<file path="src/rtl/mfp_irq_ctrl.sv">
// MFP68901 interrupt controller: 16-source edge latch, enable/mask/in-service priority, IRQ_N and vectoring.
// Optional software end-of-interrupt (S mode, ISR registers) is built only when MFP_IRQ_SEI_EN is defined.
module mfp_irq_ctrl (
    input  logic        CLK,
    input  logic        RST_N,
    input  logic [15:0] IRQ_IN,
    input  logic [3:0]  ADDR,
    input  logic        WE,
    input  logic [7:0]  DAT_I,
    output logic [7:0]  DAT_O,
    input  logic        IACK,
    output logic        IRQ_N,
    output logic [7:0]  VEC_O,
    output logic        VEC_VALID
);
    localparam logic [3:0] A_IERA = 4'd0;
    localparam logic [3:0] A_IERB = 4'd1;
    localparam logic [3:0] A_IPRA = 4'd2;
    localparam logic [3:0] A_IPRB = 4'd3;
    localparam logic [3:0] A_ISRA = 4'd4;
    localparam logic [3:0] A_ISRB = 4'd5;
    localparam logic [3:0] A_IMRA = 4'd6;
    localparam logic [3:0] A_IMRB = 4'd7;
    localparam logic [3:0] A_VR   = 4'd8;

    logic [15:0] in_q;
    logic [15:0] ier_q, ier_d;
    logic [15:0] ipr_q, ipr_d;
    logic [15:0] imr_q, imr_d;
    logic [15:0] isr;
    logic [7:0]  vr_q, vr_d;
    logic [7:0]  vec_q, vec_d;
    logic        irq_n_q, vld_q;
    logic [15:0] edge_s, qual;
    logic [3:0]  tgt;
    logic        hit, acc, ack;

    assign edge_s = IRQ_IN & ~in_q;
    assign qual   = ipr_q & imr_q;

    // Scan from the top: a channel qualifies only while no ISR bit at or above it has been seen.
    always_comb begin
        hit = 1'b0;
        tgt = 4'd0;
        acc = 1'b0;
        for (int i = 15; i >= 0; i--) begin
            acc = acc | isr[i];
            if (!hit && qual[i] && !acc) begin
                hit = 1'b1;
                tgt = 4'(i);
            end
        end
    end

    // An acknowledge is honoured only if something still qualifies at the IACK edge.
    assign ack = IACK & ~irq_n_q & hit;

    always_comb begin
        ier_d = ier_q;
        imr_d = imr_q;
        ipr_d = ipr_q;
        vr_d  = vr_q;
        if (WE) begin
            case (ADDR)
                A_IERA: ier_d[15:8] = DAT_I;
                A_IERB: ier_d[7:0]  = DAT_I;
                A_IPRA: ipr_d[15:8] = ipr_q[15:8] & DAT_I;
                A_IPRB: ipr_d[7:0]  = ipr_q[7:0] & DAT_I;
                A_IMRA: imr_d[15:8] = DAT_I;
                A_IMRB: imr_d[7:0]  = DAT_I;
`ifdef MFP_IRQ_SEI_EN
                A_VR:   vr_d = DAT_I;
`else
                A_VR:   vr_d = {DAT_I[7:4], 1'b0, DAT_I[2:0]};
`endif
                default: ;
            endcase
        end
        ipr_d = ipr_d & ier_d;
        if (ack)
            ipr_d[tgt] = 1'b0;
        // New edges are applied last so they win over any clear in the same cycle.
        ipr_d = ipr_d | (edge_s & ier_d);
        vec_d = ack ? {vr_q[7:4], tgt} : vec_q;
    end

`ifdef MFP_IRQ_SEI_EN
    logic [15:0] isr_q, isr_d;

    always_comb begin
        isr_d = isr_q;
        if (WE && ADDR == A_ISRA)
            isr_d[15:8] = isr_q[15:8] & DAT_I;
        if (WE && ADDR == A_ISRB)
            isr_d[7:0] = isr_q[7:0] & DAT_I;
        if (ack && vr_q[3])
            isr_d[tgt] = 1'b1;
        if (WE && ADDR == A_VR && !DAT_I[3])
            isr_d = 16'h0000;
    end

    always_ff @(posedge CLK or negedge RST_N) begin
        if (!RST_N)
            isr_q <= 16'h0000;
        else
            isr_q <= isr_d;
    end

    assign isr = isr_q;
`else
    assign isr = 16'h0000;
`endif

    always_ff @(posedge CLK or negedge RST_N) begin
        if (!RST_N) begin
            in_q    <= 16'h0000;
            ier_q   <= 16'h0000;
            ipr_q   <= 16'h0000;
            imr_q   <= 16'h0000;
            vr_q    <= 8'h00;
            vec_q   <= 8'h00;
            irq_n_q <= 1'b1;
            vld_q   <= 1'b0;
        end else begin
            in_q    <= IRQ_IN;
            ier_q   <= ier_d;
            ipr_q   <= ipr_d;
            imr_q   <= imr_d;
            vr_q    <= vr_d;
            vec_q   <= vec_d;
            irq_n_q <= ~hit;
            vld_q   <= ack;
        end
    end

    always_comb begin
        DAT_O = 8'h00;
        case (ADDR)
            A_IERA: DAT_O = ier_q[15:8];
            A_IERB: DAT_O = ier_q[7:0];
            A_IPRA: DAT_O = ipr_q[15:8];
            A_IPRB: DAT_O = ipr_q[7:0];
            A_ISRA: DAT_O = isr[15:8];
            A_ISRB: DAT_O = isr[7:0];
            A_IMRA: DAT_O = imr_q[15:8];
            A_IMRB: DAT_O = imr_q[7:0];
            A_VR:   DAT_O = vr_q;
            default: DAT_O = 8'h00;
        endcase
    end

    assign IRQ_N     = irq_n_q;
    assign VEC_O     = vec_q;
    assign VEC_VALID = vld_q;
endmodule

</file>
<file path="config.mk">
export PLATFORM = sky130hd
export DESIGN_NAME = mfp_irq_ctrl
export DESIGN_NICKNAME = d
export VERILOG_FILES = /design/src/rtl/mfp_irq_ctrl.sv
export SDC_FILE = /design/constraint.sdc
export NUM_CORES = 1
export LEC_CHECK = 0
export ABC_AREA = 1
export BUFFER_PORTS_ARGS = -buffer_cell sky130_fd_sc_hd__clkbuf_2
export CAP_MARGIN = 20
export CELL_PAD_IN_SITES_DETAIL_PLACEMENT = 2
export CELL_PAD_IN_SITES_GLOBAL_PLACEMENT = 2
export CORE_MARGIN = 8
export CORE_UTILIZATION = 35
export CTS_CLUSTER_DIAMETER = 120
export DETAILED_ROUTE_END_ITERATION = 12
export PLACE_DENSITY = 0.89
export SLEW_MARGIN = 5
export SYNTH_ARGS = -nofsm -noshare
export SYNTH_HDL_FRONTEND = slang
export SYNTH_SLANG_ARGS = --single-unit
</file>
<file path="constraint.sdc">
create_clock -name CLK -period 2.2 [get_ports CLK]
set_input_delay 0.44 -clock CLK [delete_from_list [all_inputs] [get_ports CLK]]
set_output_delay 0.44 -clock CLK [all_outputs]
set_load 0.05 [all_outputs]
</file>
==> summary.md <==
| Metric | Value |
|---|---|
| ANT nets after route | 0 |
| Min Hold Slack | -0.00232 ns |
| Reg area | approximately 2000 um2 |
| Endpoints failing hold | 3 |
| Vias in the first global route | about 4500 |
| Final setup viols | 5 |
| Sequential fraction of the synthesis area | 0.521 |
| Slew @ Worst Pin | 0.723 ns |
| Hold Path Class | primary input to asynchronous set/reset pin |
| NumNets Final | slightly below 600 |
| Fmax | about 0.43 GHz |
| Total track usage | 0.218 |
| Syn_nets | around 500 |
| Core box area | 10800 um2 |
| TritonCTS sink count | 81 |
| First-pass GRT wire length | between 20 and 25 mm |
| Synth Register Bits | slightly above 80 |
| Mapped Area | 3890 um2 |
| R2R Setup Slk | about 0.050 ns |
| DRT iter0 DRCs | between 200 and 250 |
| Final Cell Area | 5320 um2 |
| Crit-path max FO | 5 |
| CTS max path bufs | 2 |
| HPWL after DPL | about 11 mm |
| Critical Path RT | between 1.5 and 2 ns |
| Multi-input logic area | 1790 um2 |
| Util after Layout | 0.491 |
| CTS tree | yes |
| DRC | 0 |
| DR pass1 iterations | 5 |
| Port-buffer cells | between 40 and 50 |
| Worst Skew | 0.0191 ns |
| Largest net degree at the start of global routing | between 50 and 60 |
| Status | finished with violations |
| Top Ports | 50 |
| Total Die Area | approximately 15000 um2 |
| Crit Path Class | primary input to output port |
| Insertion delay to the later sink of the worst-skew pair | approximately 0.39 ns |
| Global route overflow | 0 |
| Pleak | between 2 and 3 nW |
| Fill count | roughly 1200 |
| Reg clk slew, reported paths | around 0.090 ns |
| Placer Congestion | approximately 0.9 |
| Initial antenna violation count | 0 |
| H-tree lvl count | 3 |
| Worst rel slew slack | 0.518 |
| CTS Hold Bufs | 0 |
| CTS Buf Count | 9 |
| Unique masters post-synth | 35 |
| Setup TNS | -0.292 ns |
| Drt wl/cell | 26.0 um |
| Mean number of vias per cell | 5.61 |
| ANT cells | 0 |
| Routed wire length | between 15 and 20 mm |
| Final Max Tran Viols | 0 |
| Setup slack after layout | -0.140 ns |
| Synth-to-layout area growth | 36.6% |
| Arr. time, crit path | 1.90 ns |
| Final worst path period share | 1.06 |
| Die X | 121 um |
| DR vias | approximately 4000 |
| Power density cells | around 1100 nW/um2 |
| Max-Cap Viols | 0 |
| Worst VDD drop | ~0.00057 V |
| RSZ-0062 raised after global routing | true |
| Average size of a mapped cell | between 8 and 9 um2 |
| Share of cells above drive strength 1 | 0.313 |
| Die span in y | 121 um |
| Minimum clock period after layout | between 2 and 2.5 ns |
| CP Capture Type | output port |
| Rows | 38 |
| Startpoint Class | primary input |
| Violations in the final reports | negative hold slack, negative setup slack |
| Initial core utilization | 0.359 |
| Yosys warns | 0 |
| Root Buffer | clkbuf_8 |
| Post-synthesis cell count | 461 |
| DP Area | about 4600 um2 |
-- cell usage in the layout, fill, tap and decap left out, drive strengths merged --
cell type  instances
inv               65
o2111ai            4
or2                5
bufinv             2
o221ai             1
a22o               2
nand3             18
nand4              9
o21ai             75
nand2            115
o21bai             1
nor3               2
a21oi              6
o211ai             3
a221oi             8
nor2              40
o2bb2ai            1
dfrtp             80
clkinv             2
dfstp              1
clkbuf            52
nand3b            16
buf               61
-- cell families (layout without fill, tap and decap cells) --
family	Yosys count	in the layout	synth area share
AO/OA/AOI/OAI	101	101	0.150
AND/OR/NAND/NOR	205	205	0.252
flip-flops	81	81	0.521
buffers and inverters	74	182	0.0768
-- per-stage QoR --
step                      hold WS (ns)  total power [mW]  worst slack (ns)  cells
after floorplan                  0.144              3.28            0.0402    461
after global placement           0.409              3.84            -0.102    664
after detailed placement         0.425              3.99            -0.207    664
after CTS                       0.0131              5.33           -0.0126    686
after global routing            0.0184              5.96            -0.186    709
final                         -0.00232              5.72            -0.140    709
-- sequential cells by signal, indices dropped and copies added (netlist names) --
signal,cells
ier_q,16
imr_q,16
in_q,16
ipr_q,16
VEC_O,8
vr_q,7
IRQ_N,1
VEC_VALID,1
-- what timing repair did --
action | 4_1_cts | 5_1_grt
setup buffers | 6 | 22
resized for setup | 31 | 46
gates cloned | 0 | 1
hold endpoints to repair | 0 | 0
pin swaps | 9 | 18
setup endpoints to repair | 26 | 33
-- cell usage after synthesis, drive strengths merged --
master     n  area share
o21bai     1      0.0019
nor3       2      0.0039
o2111ai    4      0.0090
clkinv     1     0.00096
o221ai     1      0.0023
nand3b    16       0.031
o2bb2ai    1      0.0023
a221oi     8       0.018
buf        4      0.0093
o21ai     75       0.098
inv       64       0.062
nand2    115        0.12
o211ai     3      0.0058
a21oi      6      0.0077
clkbuf     5      0.0048
or2        5      0.0080
dfstp      1      0.0068
nand4      9       0.020
nor2      40       0.049
nand3     18       0.023
dfrtp     80        0.51
a22o       2      0.0045
-- where the power goes --
| part | switching (mW) | internal [mW] | total (mW) | leakage, nW |
|---|---|---|---|---|
| registers | 0.301 | 1.83 | 2.13 | 0.972 |
| logic | 1.55 | 0.822 | 2.37 | 1.56 |
| clock network | 0.579 | 0.641 | 1.22 | 0.102 |
-- layer usage --
| metal | part of all wire | GRT usage | vias up | wire length [um] |
|---|---|---|---|---|
| met3 | 0.046 | 0.0521 | 53 | 843 |
| met1 | 0.41 | 0.246 | 2064 | 7480 |
| met5 | 0 | 0 | - | 0 |
| met4 | 0.037 | 0.0840 | 0 | 690 |
| li1 | - | - | 1720 | - |
| met2 | 0.51 | 0.388 | 139 | 9450 |
-- final timing paths --
path | start | cells after the start | to
worst min-delay path | RST_N | 1 | in_q[7]
min in group CLK | IRQ_IN[15] | 1 | in_q[15]
worst min register to register | in_q[11] | 2 | ipr_q[11]
max in group asynchronous | RST_N | 2 | IRQ_N
worst max register to register | imr_q[15] | 11 | ipr_q[1]
worst max-delay path | ADDR[1] | 8 | DAT_O[5]
-- area by class of cell --
type / instances / share of cell area
Clock buffer: 13 / 0.0261
Clock inverter: 3 / 0.0122
Inverter: 65 / 0.0478
Multi-Input combinational cell: 306 / 0.337
Sequential cell: 81 / 0.381
Tap cell: 140 / 0.0329
Timing Repair Buffer: 100 / 0.161
Timing Repair inverter: 1 / 0.00118
-- worst max-delay path, stage by stage --
cell       delay (ns)
clkbuf_4         0.15
inv_2            0.07
nor2_1           0.07
nand3_2          0.17
clkinv_4         0.15
a221oi_2         0.35
o211ai_1         0.25
clkbuf_16        0.24
Note: power is estimated with default switching activity, not from simulation.
